### src/rtl/if_prefetch.sv
// Instruction-fetch front end: issues sequential PCs under a credit limit and buffers
// in-order {pc, inst} responses in a small FIFO; redirects flush and squash in-flight fetches.
module if_prefetch #(
    parameter int                ADDR_W   = 64,
    parameter int                INST_W   = 32,
    parameter int                DEPTH    = 4,
    parameter logic [ADDR_W-1:0] RESET_PC = 64'h0000_0000_8000_0000
) (
    input  logic              clk,
    input  logic              rst,
    output logic              imem_req_valid,
    input  logic              imem_req_ready,
    output logic [ADDR_W-1:0] imem_req_addr,
    input  logic              imem_resp_valid,
    input  logic [INST_W-1:0] imem_resp_inst,
    input  logic              redirect_valid,
    input  logic [ADDR_W-1:0] redirect_pc,
    output logic              out_valid,
    input  logic              out_ready,
    output logic [ADDR_W-1:0] out_pc,
    output logic [INST_W-1:0] out_inst
);

    localparam int PTR_W = $clog2(DEPTH);
    localparam int CNT_W = PTR_W + 1;

    logic              run_reg;
    logic [ADDR_W-1:0] fetch_pc_reg;
    logic [ADDR_W-1:0] resp_pc_reg;
    logic [CNT_W-1:0]  inflight_reg;
    logic [CNT_W-1:0]  drop_reg;
    logic [CNT_W-1:0]  count_reg;
    logic [PTR_W-1:0]  rd_ptr_reg;
    logic [PTR_W-1:0]  wr_ptr_reg;

    logic [ADDR_W-1:0] pc_mem   [DEPTH];
    logic [INST_W-1:0] inst_mem [DEPTH];

    logic [CNT_W:0]    occupancy;
    logic              fire;
    logic              pop;
    logic              push;
    logic [CNT_W-1:0]  inflight_next;

    // Buffered plus outstanding entries never exceed DEPTH, so a response always has a slot.
    assign occupancy      = {1'b0, count_reg} + {1'b0, inflight_reg};
    assign imem_req_valid = run_reg && (occupancy < (CNT_W+1)'(DEPTH));
    assign imem_req_addr  = fetch_pc_reg;

    assign fire          = imem_req_valid && imem_req_ready;
    assign pop           = out_valid && out_ready;
    assign push          = imem_resp_valid && !redirect_valid && (drop_reg == '0);
    assign inflight_next = inflight_reg + CNT_W'(fire) - CNT_W'(imem_resp_valid);

    assign out_valid = (count_reg != '0);
    assign out_pc    = out_valid ? pc_mem[rd_ptr_reg]   : '0;
    assign out_inst  = out_valid ? inst_mem[rd_ptr_reg] : '0;

    always_ff @(posedge clk or negedge rst) begin
        if (!rst) begin
            run_reg      <= 1'b0;
            fetch_pc_reg <= RESET_PC;
            resp_pc_reg  <= RESET_PC;
            inflight_reg <= '0;
            drop_reg     <= '0;
            count_reg    <= '0;
            rd_ptr_reg   <= '0;
            wr_ptr_reg   <= '0;
        end else begin
            run_reg      <= 1'b1;
            inflight_reg <= inflight_next;
            if (redirect_valid) begin
                // Everything still outstanding after this edge belongs to the old path.
                count_reg    <= '0;
                rd_ptr_reg   <= '0;
                wr_ptr_reg   <= '0;
                fetch_pc_reg <= redirect_pc;
                resp_pc_reg  <= redirect_pc;
                drop_reg     <= inflight_next;
            end else begin
                if (fire) begin
                    fetch_pc_reg <= fetch_pc_reg + ADDR_W'(4);
                end
                if (imem_resp_valid && (drop_reg != '0)) begin
                    drop_reg <= drop_reg - CNT_W'(1);
                end
                if (push) begin
                    resp_pc_reg <= resp_pc_reg + ADDR_W'(4);
                    wr_ptr_reg  <= wr_ptr_reg + PTR_W'(1);
                end
                if (pop) begin
                    rd_ptr_reg <= rd_ptr_reg + PTR_W'(1);
                end
                count_reg <= count_reg + CNT_W'(push) - CNT_W'(pop);
            end
        end
    end

    always_ff @(posedge clk) begin
        if (push) begin
            pc_mem[wr_ptr_reg]   <= resp_pc_reg;
            inst_mem[wr_ptr_reg] <= imem_resp_inst;
        end
    end

endmodule

### config.mk
export PLATFORM = sky130hd
export DESIGN_NAME = if_prefetch
export DESIGN_NICKNAME = d
export VERILOG_FILES = /design/src/rtl/if_prefetch.sv
export SDC_FILE = /design/constraint.sdc
export NUM_CORES = 1
export LEC_CHECK = 0
export ABC_AREA = 1
export BUFFER_PORTS_ARGS = -buffer_cell sky130_fd_sc_hd__buf_2
export CORE_UTILIZATION = 48
export CTS_CLUSTER_SIZE = 16
export DETAILED_ROUTE_END_ITERATION = 16
export PLACE_DENSITY = 0.65
export SYNTH_ARGS = -nofsm -noshare
export SYNTH_HDL_FRONTEND = slang
export SYNTH_SLANG_ARGS = --single-unit
### constraint.sdc
create_clock -name clk -period 6.96 [get_ports clk]
set_input_delay 0.348 -clock clk [delete_from_list [all_inputs] [get_ports clk]]
set_output_delay 0.348 -clock clk [all_outputs]
set_load 0.05 [all_outputs]
**Word-level counts from Yosys, hierarchy flattened**

Memory sizes are Yosys's and may differ from the RTL's.
Index checks and enable logic that the tools add are counted.

- Bits of input ports: 102
- Memories: 2
- Bits in writable memories: 384
- Output and inout bits: 162
- Logic and storage cells: 50
- Register bits after elaboration: 142

Memories:

| memory | words | bits a word | read ports | clocked after memory_dff | write ports | RTL line | text |
|---|---|---|---|---|---|---|---|
| pc_mem | 4 | 64 | 1 | 0 | 1 | 36 | `logic [ADDR_W-1:0] pc_mem [DEPTH];` |
| inst_mem | 4 | 32 | 1 | 0 | 1 | 37 | `logic [INST_W-1:0] inst_mem [DEPTH];` |

- Add/sub/neg operators: 10
- Reductions and logical operators: 14
- Mux-type cells: 15
- Order comparisons: 1

Operators by type and width:

| kind | number |
|---|---|
| 64-bit two-way mux | 5 |
| 64-bit by 3-bit adder with 64-bit output (second input constant) | 2 |
| 32-bit two-way mux | 1 |
| 3-bit two-way mux | 3 |
| 2-bit two-way mux | 4 |
| 2-bit nonzero test | 4 |
| 3-bit by 1-bit adder with 3-bit output | 2 |
| 1-bit logical AND | 6 |
| 3-bit nonzero test | 2 |
| 3-bit by 1-bit subtractor with 3-bit output | 2 |
| 2-bit by 1-bit adder with 2-bit output (second input constant) | 2 |
| 3-bit by 3-bit adder with 4-bit output | 1 |
| 4-bit by 3-bit < comparator with 1-bit output (second input constant) | 1 |
| 3-bit logical NOT | 1 |
| 3-bit by 1-bit subtractor with 3-bit output (second input constant) | 1 |
| 1-bit two-way mux | 2 |
| 1-bit logical NOT | 1 |

**Logic depth before layout (Yosys ltp)**

Gate-level depths: netlist of run 1.

- Word-level depth: 7
- Depth in mapped cells: 15
- Gate-level depth less buffers: 13

**Worst setup path after synthesis of run 1**

OpenSTA, ideal clock, no wires.

- Path type: flip-flop to flip-flop
- From: reg drop_reg[0]
- To: mem inst_mem[0][0], enable pin
- Path buffers: 1
- Cell stages (with the launch flop): 8
- Path slack: 1.198 ns
- Arrival time: 5.211 ns
- Required time: 6.409 ns
- Clock period less this slack: 5.762 ns
- Setup time: 0.551 ns
- Cells stage by stage: dfrtp_1 > inv_1 > ha_1 > nand3_1 > inv_1 > nand2_1 > buf_2 > nor2_1

- Longest elaborated chain between the ends: 4

Ends and longest elaborated chain:

| what | RTL line | text |
|---|---|---|
| start: declaration | 31 | `logic [CNT_W-1:0] drop_reg;` |
| start signal: assignment | 79 | `drop_reg <= inflight_next;` |
| start signal: assignment | 85 | `drop_reg <= drop_reg - CNT_W'(1);` |
| 3-bit logical NOT | 52 | `assign push = imem_resp_valid && !redirect_valid && (drop_reg == '0);` |
| 1-bit logical AND | 52 |  |
| 1-bit two-way mux | 100 | `if (push) begin` |
| 1-bit two-way mux (not written as such) | 102 | `inst_mem[wr_ptr_reg] <= imem_resp_inst;` |
| end: declaration | 37 |  |

No other way between the ends.

**Final worst setup path of run 1**

- From: reg rd_ptr_reg[0]
- To: out out_pc[36]

- Longest elaborated chain between the ends: 2

Ends and longest elaborated chain:

| what | RTL line | text |
|---|---|---|
| start: declaration | 33 | `logic [PTR_W-1:0] rd_ptr_reg;` |
| start signal: assignment | 92 | `rd_ptr_reg <= rd_ptr_reg + PTR_W'(1);` |
| memory read 4 x 64 bit | n/a |  |
| 64-bit two-way mux | 56 | `assign out_pc = out_valid ? pc_mem[rd_ptr_reg] : '0;` |
| end: declaration | 20 | `output logic [ADDR_W-1:0] out_pc,` |

No other way between the ends.

==> results of run 1 <==
## synth_stat cells (5+ instances only)
master	number
nor3_2	7
nor2_4	22
edfxtp_1	384
nor2_2	23
o21ai_0	250
xor2_1	16
a31oi_1	5
o21bai_1	15
o211ai_1	27
nand3b_1	9
clkbuf_1	66
inv_1	165
inv_2	12
a21oi_1	162
nand4_1	38
xnor2_1	5
nor3_1	22
nand2_2	26
nand2_1	502
ha_1	14
nor2_1	636
nand3_1	145
buf_2	33
dfrtp_1	140
buf_1	11
buf_4	6
## power groups by stage
| stage | Clock [mW] | Sequential, mW | Combinational, mW |
|---|---|---|---|
| finish | 2.75 | 4.07 | 3.66 |
| detailed placement | 0 | 4.11 | 3.64 |
| global placement | 0 | 4.10 | 3.61 |
| floorplan | 0 | 4.20 | 2.50 |
| CTS | 2.81 | 4.05 | 3.67 |
| global route | 2.91 | 4.10 | 3.94 |
## through the flow
step	setup slack, ns	hold slack (ns)	cells
2_1_floorplan	1.20	0.0524	2778
3_3_place_gp	3.47	0.457	3625
3_5_place_dp	3.44	0.470	3625
4_1_cts	2.79	0.00423	3761
5_1_grt	2.56	0.0322	3761
6_report	2.80	0.0308	3761
## routing by layer
metal | wire length [µm] | part of all wire, % | vias to the layer above | GRT usage, %
li1 | - | - | 9866 | -
met1 | 33200 | 44 | 9961 | 39.8
met2 | 34700 | 46 | 817 | 43.9
met3 | 5050 | 6.7 | 136 | 3.70
met4 | 2670 | 3.5 | 0 | 10.2
met5 | 0 | 0 | - | 0
## critical path: cells and delay by family, from the launching register on
family,cells,cell delay [ns]
buffers and inverters,3,1.79
AO/OA/AOI/OAI,2,0.52
flip-flops,1,0.70
## kinds of logic after synthesis
logic type | after synthesis | share of synthesized area, %
compound gates | 473 | 9.95
other cells | 1 | 0.0148
xor+xnor | 21 | 0.725
buf+inv | 296 | 4.64
simple gates | 1445 | 24.4
fa+ha+maj | 16 | 0.848
flops | 526 | 59.5
## layout make-up
| cell class | count | area (µm²) | area share (%) |
|---|---|---|---|
| clock buffers | 65 | 1400 | 4.79 |
| multi-input cells | 1956 | 9140 | 31.2 |
| flip-flops and latches | 526 | 15100 | 51.5 |
| repair buffers | 321 | 1880 | 6.42 |
| inverters | 180 | 681 | 2.32 |
| clock inverters | 33 | 260 | 0.888 |
| well taps | 680 | 851 | 2.90 |
## cell usage in the layout (no fill, tap or decap), drive strengths merged, types with 39 or more instances in the layout
cell type	count
nand4	39
clkbuf	65
a21oi	165
dfrtp	140
o21ai	251
edfxtp	384
inv	179
nor2	682
nand3	148
buf	283
nand2	530
## how the worst min path moves through the flow
| stage | start | end | slack (ns) | cells past startpoint |
|---|---|---|---|---|
| detailed placement | imem_req_addr[1] | imem_req_addr[1] | 0.47 | 2 |
| global route | redirect_pc[7] | imem_req_addr[7] | 0.03 | 3 |
| global placement | imem_req_addr[1] | imem_req_addr[1] | 0.46 | 2 |
| finish | redirect_pc[17] | resp_pc_reg[17] | 0.03 | 3 |
| CTS | redirect_pc[22] | imem_req_addr[22] | 0.004 | 3 |
| floorplan | rst | count_reg[0] | 0.05 | 0 |
## repair_timing
action / 4_1_cts / 5_1_grt
hold buffers: 38 / 0
setup endpoints to repair: 0 / 0
endpoints found under the hold margin: 215 / 0
gates resized for setup: 0 / 0
==> results.yml, run 1 <==
status:
  status: "completed"
die:
  start_util_pct: 49.0
  die_height_um: 232
  die_w_um: 232
  ios: 264
  dieArea_mm2: 0.0538
  rows: 83
  core_area_mm2: 0.0517
route:
  drtAntennaViolNets: 0
  wl_per_cell_um: 20.1
  drt_iter0_drc: 1829
  dr_total_vias: 20780
  totalWireLength_mm: 75.6
  drc: 0
  vias_per_cell: 5.53
  firstDrtPassIters: 6
synthesis:
  yosysUniqueCellTypes: 47
  ys_seq_elements: 526
  yosysTopAreaCell: "edfxtp_1"
  synth_top_area_share_pct: 45.5
  synth_cells: 2778
  yosys_warnings: 0
  avgSynthCellArea_um2: 9.13
  syn-num-nets: 2896
  synthArstFlopShare_pct: 27.0
  yosys-top-cells-area: "edfxtp_1 45%, dfrtp_1 14%, nor2_1 9.4%, nand2_1 7.4%, o21ai_0 4.9%"
  syn_area_mm2: 0.0254
  synth-seq-area-share_pct: 59.5
  ys.flop_type: "edfxtp_1"
  synth_edf_count: 384
clocking:
  post-cts-setup-buffer-count: 0
  tritoncts: "done"
  clkLatencyLatePin_ns: 0.61
  cts_buffer_depth: 3
  root_buffer: "clkbuf_16"
  clock_sinks: 526
  cts_buffers: 53
  path_clk_slew_ns: 0.07
  h-tree-depth: 2
worst_setup_path:
  reg2reg_from: "drop_reg[0]"
  end_kind: "output port"
  timing.rr.end: "pc_mem[2][62]"
  worstSetupStartpoint: "rd_ptr_reg[0]"
  cp_data_required_time_ns: 6.61
  critical_path.slowest_cell: "inv_4"
  crit_end: "out_pc[36]"
  critPathKind: "reg2out"
  max_stage_delay_ns: 0.79
  critPathArrivalTime_ns: 3.81
  startpoint_type: "flip-flop"
  reg2reg_depth: 8
  worstPathMaxFanout: 126
  r2r_setup_slack_ns: 3.59
  crit_chain: "inv_4, buf_4, o21ai_0, a21oi_1, buf_2"
pwr:
  vdd_drop_max_mv: 0.279
  p_int_mw: 5.98
  p_per_area_mw_per_mm2: 357
  p_switching_mw: 4.50
  power.leakage_nw: 11.5
  finalPower_mw: 10.5
  power_frac_comb_pct: 34.9
  seq_power_share_pct: 38.8
  p_clk_share_pct: 26.2
  sw_frac_of_total_pct: 42.9
sta:
  maxSlewViolCount: 0
  period_share_pct: 59.8
  fin_skew_ns: 0.0169
  period_needed_ns: 4.16
  max_freq_ghz: 0.240
  hold_viol: 0
  final.setup.tns_ns: 0
  finalSetupViolations: 0
  worstMarginPinSlew_ns: 1.22
  slew_headroom_pct: 18.7
  rsz0062_at_grt: "no"
final_layout:
  final_area_mm2: 0.0293
  fin_util_pct: 56.7
  fill_cells: 4597
  n_antenna_cell: 0
  regMostFlops: "pc_mem"
  nNetsFinal: 3156
  synthToLayoutAreaGrowth_pct: 15.5
  largest_reg_flops: 256
  drive_gt1_share_pct: 15.4
  reg.largest.list: "pc_mem x256, inst_mem x128"
placement:
  portBuffers: 263
  placed_cell_area_mm2: 0.0273
  globalplace.congestion: 0.940
  hpwl_mm: 50.6
grt:
  grt_pass1_wl_mm: 115
  grt_usage_pct: 28.0
  antenna_found_initial: 0
  grt_max_degree: 127
  grt_pass1_vias: 19810
  grt_overflow: 0
flow_run:
  maxCapViolations: 0
hold_path:
  worstHoldPathType: "in2reg"
No activity file was read; power rests on OpenSTA's default activity.
==> run 2, diff against run 1 <==
==> constraint.sdc (replaced) <==
create_clock -name clk -period 4 [get_ports clk]
set_input_delay 0.2 -clock clk [delete_from_list [all_inputs] [get_ports clk]]
set_output_delay 0.2 -clock clk [all_outputs]
set_load 0.05 [all_outputs]
==> results.yml, run 2 (synthesized netlist as in run 1, its figures left out) <==
die:
  rows: 83
  die_w_um: 232
  die_height_um: 232
  start_util_pct: 49.0
  core_area_mm2: 0.0517
  ios: 264
  dieArea_mm2: 0.0538
sta:
  fin_skew_ns: 0.0301
  period_needed_ns: 3.22
  rsz0062_at_grt: "no"
  slew_headroom_pct: 31.4
  setup_slack_ns: 0.777
  fin_hold_ws_ns: 0.0584
  final.setup.tns_ns: 0
  worstMarginPinSlew_ns: 1.03
  finalSetupViolations: 0
  max_freq_ghz: 0.310
  period_share_pct: 80.6
  maxSlewViolCount: 0
  hold_viol: 0
grt:
  antenna_found_initial: 0
  grt_pass1_wl_mm: 115
  grt_usage_pct: 27.9
  grt_overflow: 0
  grt_max_degree: 146
  grt_pass1_vias: 20221
final_layout:
  drive_gt1_share_pct: 15.3
  layout_common_cells: "631 x nor2_1, 502 x nand2_1, 384 x edfxtp_1"
  n_antenna_cell: 0
  largest_reg_flops: 256
  nNetsFinal: 3223
  synthToLayoutAreaGrowth_pct: 18.6
  fin_cells: 3830
  fin_util_pct: 58.2
  final_common_cell: "nor2_1"
  final_area_mm2: 0.0301
  regMostFlops: "pc_mem"
  reg.largest.list: "pc_mem x256, inst_mem x128"
placement:
  pre_cts_ws_ns: 1.21
  placed_cell_area_mm2: 0.0273
  portBuffers: 263
  dp.cells: 3632
  globalplace.congestion: 0.960
  hpwl_mm: 50.3
clocking:
  root_buffer: "clkbuf_16"
  tritoncts: "done"
  path_clk_slew_ns: 0.06
  post-cts-setup-buffer-count: 0
  clkLatencyLatePin_ns: 0.61
  h-tree-depth: 2
  clock_sinks: 526
  cts_resized: 0
  cts_buffer_depth: 3
  cts_buffers: 54
pwr:
  p_per_area_mw_per_mm2: 620
  vdd_drop_max_mv: 0.352
  finalPower_mw: 18.7
  p_switching_mw: 7.82
  p_int_mw: 10.8
  power_frac_comb_pct: 34.7
  seq_power_share_pct: 37.9
  power.leakage_nw: 11.8
  p_clk_share_pct: 27.5
  sw_frac_of_total_pct: 41.9
route:
  drc: 0
  wl_met1_mm: 32.0
  drtAntennaViolNets: 0
  firstDrtPassIters: 7
  dr_total_vias: 21046
  drt_iter0_drc: 1577
  wl_met2_mm: 35.3
  wl_per_cell_um: 19.7
  dr_wl_met3_mm: 4.97
  vias_per_cell: 5.50
  top_layer_used: "met4"
  totalWireLength_mm: 75.5
flow_run:
  maxCapViolations: 0
worst_setup_path:
  critical_path.slowest_cell: "dfrtp_4"
  crit_chain: "inv_4, buf_4, o21ai_0, a21oi_1, buf_2"
  startpoint_type: "flip-flop"
  critPathKind: "reg2out"
  cp_data_required_time_ns: 3.80
  max_stage_delay_ns: 0.72
  worstPathMaxFanout: 66
  critPathArrivalTime_ns: 3.02
  end_kind: "output port"
status:
  status: "completed"
hold_path:
  worstHoldPathType: "in2reg"
-- run 2: cell types whose count changed in the layout (fill, tap and decap cells not counted), moves of 2 or more --
cell           previous run  this run
dlygate4sd3_1            38        97
buf_4                    19        25
bufinv_16                 2         8
clkbuf_1                 10        14
clkinv_4                  4         0
clkinv_1                 11         8
inv_6                     1         3
-- run 2: path summary, 6_finish.rpt --
check                                 start                 to  slack, ns  cells after the start
min reg2reg                imem_req_addr[0]   imem_req_addr[0]       0.47                      2
max                           rd_ptr_reg[0]        out_inst[4]       0.78                      5
max in group asynchronous               rst    inflight_reg[2]       2.76                      3
min in group asynchronous               rst  imem_req_addr[48]       0.29                      2
min                         redirect_pc[40]  imem_req_addr[40]       0.06                      5
max reg2reg                     drop_reg[0]      pc_mem[3][58]       1.21                      8
-- run 2: worst max-delay path: cells and delay by family (launching register included) --
kind | cells | cell delay, ns
DFF | 1 | 0.72
AOI/OAI and AO/OA | 2 | 0.36
buffers and inverters | 3 | 1.30
-- run 2: power groups by stage --
stage	registers [mW]	logic, mW	clock network, mW
6_report	7.07	6.47	5.13
5_1_grt	7.13	6.95	5.41
4_1_cts	7.05	6.50	5.22
3_5_place_dp	7.16	6.41	0
3_3_place_gp	7.14	6.34	0
2_1_floorplan	7.31	4.35	0
-- run 2: timing repair --
action / CTS / global route
hold buffers: 97 / 0
hold endpoints to repair: 339 / 0
endpoints found under the setup margin: 0 / 0
-- run 2: area by class of cell --
cell class | instances | area [µm²]
Fill cell | 4467 | 21600
Clock buffer | 68 | 1400
Inverter | 180 | 679
Timing Repair Buffer | 387 | 2540
Sequential cell | 526 | 15100
Multi-Input combinational cell | 1956 | 9140
Clock inverter | 33 | 385
Tap cell | 680 | 851
-- run 2: metal layers --
metal / vias up / global-route usage [%]
li1: 9998 / -
met1: 10091 / 37.8
met2: 782 / 45.1
met3: 175 / 3.89
met4: 0 / 11.9
met5: - / 0
==> run 3, diff against run 2 <==
--- a/config.mk
+++ b/config.mk
@@ -10,7 +10,7 @@
 export CORE_UTILIZATION = 48
 export CTS_CLUSTER_SIZE = 16
 export DETAILED_ROUTE_END_ITERATION = 16
-export PLACE_DENSITY = 0.65
+export PLACE_DENSITY = 0.68
 export SYNTH_ARGS = -nofsm -noshare
 export SYNTH_HDL_FRONTEND = slang
 export SYNTH_SLANG_ARGS = --single-unit
==> constraint.sdc (replaced) <==
create_clock -name clk -period 2.96 [get_ports clk]
set_input_delay 0.148 -clock clk [delete_from_list [all_inputs] [get_ports clk]]
set_output_delay 0.148 -clock clk [all_outputs]
set_load 0.05 [all_outputs]
==> results.yml, run 3 (synthesized netlist as in run 1, its figures left out) <==
sta:
  max_freq_ghz: 0.363
  period_needed_ns: 2.75
  slew_headroom_pct: 46.1
  maxSlewViolCount: 0
  finalSetupViolations: 0
  fin_skew_ns: 0.0301
  final.setup.tns_ns: 0
  setup_slack_ns: 0.205
  worstMarginPinSlew_ns: 0.808
  hold_viol: 0
  rsz0062_at_grt: "no"
  period_share_pct: 93.1
final_layout:
  nNetsFinal: 3231
  largest_reg_flops: 256
  synthToLayoutAreaGrowth_pct: 21.2
  layout_common_cells: "630 x nor2_1, 501 x nand2_1, 384 x edfxtp_1"
  fill_cells: 4446
  reg.largest.list: "pc_mem x256, inst_mem x128"
  n_antenna_cell: 0
  regMostFlops: "pc_mem"
  final_common_cell: "nor2_1"
  drive_gt1_share_pct: 15.5
pwr:
  p_clk_share_pct: 26.5
  power_frac_comb_pct: 37.3
  p_int_mw: 15.4
  p_switching_mw: 10.7
  p_per_area_mw_per_mm2: 850
  vdd_drop_max_mv: 0.677
  seq_power_share_pct: 36.2
  sw_frac_of_total_pct: 40.9
  power.leakage_nw: 12.0
clocking:
  cts_resized: 0
  cts_buffers: 54
  root_buffer: "clkbuf_16"
  path_clk_slew_ns: 0.06
  tritoncts: "done"
  h-tree-depth: 2
  cts_buffer_depth: 3
  clkLatencyLatePin_ns: 0.61
  post-cts-setup-buffer-count: 0
  clock_sinks: 526
die:
  die_height_um: 232
  die_w_um: 232
  core_area_mm2: 0.0517
  dieArea_mm2: 0.0538
  rows: 83
  ios: 264
  start_util_pct: 49.0
hold_path:
  worstHoldPathType: "in2reg"
flow_run:
  maxCapViolations: 0
worst_setup_path:
  startpoint_type: "flip-flop"
  critPathKind: "reg2out"
  cp_data_required_time_ns: 2.81
  end_kind: "output port"
  worstPathMaxFanout: 62
  critPathArrivalTime_ns: 2.61
placement:
  portBuffers: 263
  globalplace.congestion: 1.02
  pre_cts_ws_ns: 0.503
  hpwl_mm: 50.5
grt:
  antenna_found_initial: 0
  grt_max_degree: 132
  grt_pass1_wl_mm: 117
  grt_overflow: 0
  grt_pass1_vias: 20675
  grt_usage_pct: 28.5
status:
  status: "completed"
route:
  drtAntennaViolNets: 0
  wl_per_cell_um: 19.9
  vias_per_cell: 5.53
  totalWireLength_mm: 76.2
  dr_total_vias: 21207
  drt_iter0_drc: 1654
  firstDrtPassIters: 5
  drc: 0
## run 3: cell count changes in the layout (fill, tap and decap cells not counted), moves of 3 or more
cell | before | now
buf_4 | 25 | 20
buf_2 | 261 | 232
clkbuf_1 | 14 | 11
clkinv_2 | 14 | 10
buf_12 | 3 | 44
clkinv_1 | 8 | 12
## run 3: cell type report
| cell class | count | area, µm² | area share, % |
|---|---|---|---|
| tap | 680 | 851 | 2.77 |
| clock inverter | 31 | 358 | 1.16 |
| multi-input combinational | 1956 | 9160 | 29.8 |
| clock buffer | 67 | 1430 | 4.65 |
| timing repair buffer | 395 | 3180 | 10.4 |
| inverter | 180 | 681 | 2.21 |
| sequential | 526 | 15100 | 49.1 |
## run 3: stage by stage
step	utilization [%]	instance area (µm²)	hold slack, ns	std cells	power [mW]
after floorplan	-	25400	-0.148	2778	15.8
after global placement	54.1	28000	0.209	3639	19.1
after detailed placement	54.1	28000	0.201	3639	19.2
after CTS	59.5	30800	0.0121	3835	26.3
after global routing	59.5	30800	0.0551	3835	27.2
final	59.5	30800	0.0642	3835	26.1
## run 3: repair_timing
| item | 4_1_cts | 5_1_grt |
|---|---|---|
| setup endpoints to repair | 0 | 0 |
| hold buffers | 98 | 0 |
| hold endpoints to repair | 313 | 0 |
## run 3: final timing paths
kind / startpoint / end / slack [ns] / depth (start not counted)
max: rd_ptr_reg[0] / out_pc[36] / 0.21 / 6
min: redirect_valid / resp_pc_reg[10] / 0.06 / 4
max reg2reg: inflight_reg[2] / drop_reg[2] / 0.51 / 13
min reg2reg: imem_req_addr[1] / imem_req_addr[1] / 0.47 / 2
min in group asynchronous: rst / imem_req_addr[55] / 0.11 / 2
max in group asynchronous: rst / imem_req_addr[59] / 1.99 / 3
## run 3: layer usage
metal / vias up / track usage (%) / wire [µm]
met5: - / 0 / 0
met4: 0 / 13.1 / 3590
met3: 177 / 4.05 / 5310
met2: 842 / 46.0 / 35600
met1: 10180 / 38.1 / 31800
li1: 10008 / - / -
## run 3: power by group through the flow
stage | clock network, mW | registers [mW] | logic (mW)
2_1_floorplan | 0 | 9.87 | 5.90
3_3_place_gp | 0 | 9.54 | 9.55
3_5_place_dp | 0 | 9.57 | 9.67
4_1_cts | 7.03 | 9.43 | 9.80
5_1_grt | 7.30 | 9.53 | 10.4
6_report | 6.93 | 9.46 | 9.74
## run 3: worst max-delay path, stage by stage (launching register included)
cell and delay [ns]:
dfrtp_4 0.45, buf_4 0.54, nor2_1 0.11, nor2_1 0.10, o21ai_0 0.09, a21oi_1 0.45
buf_12 0.20
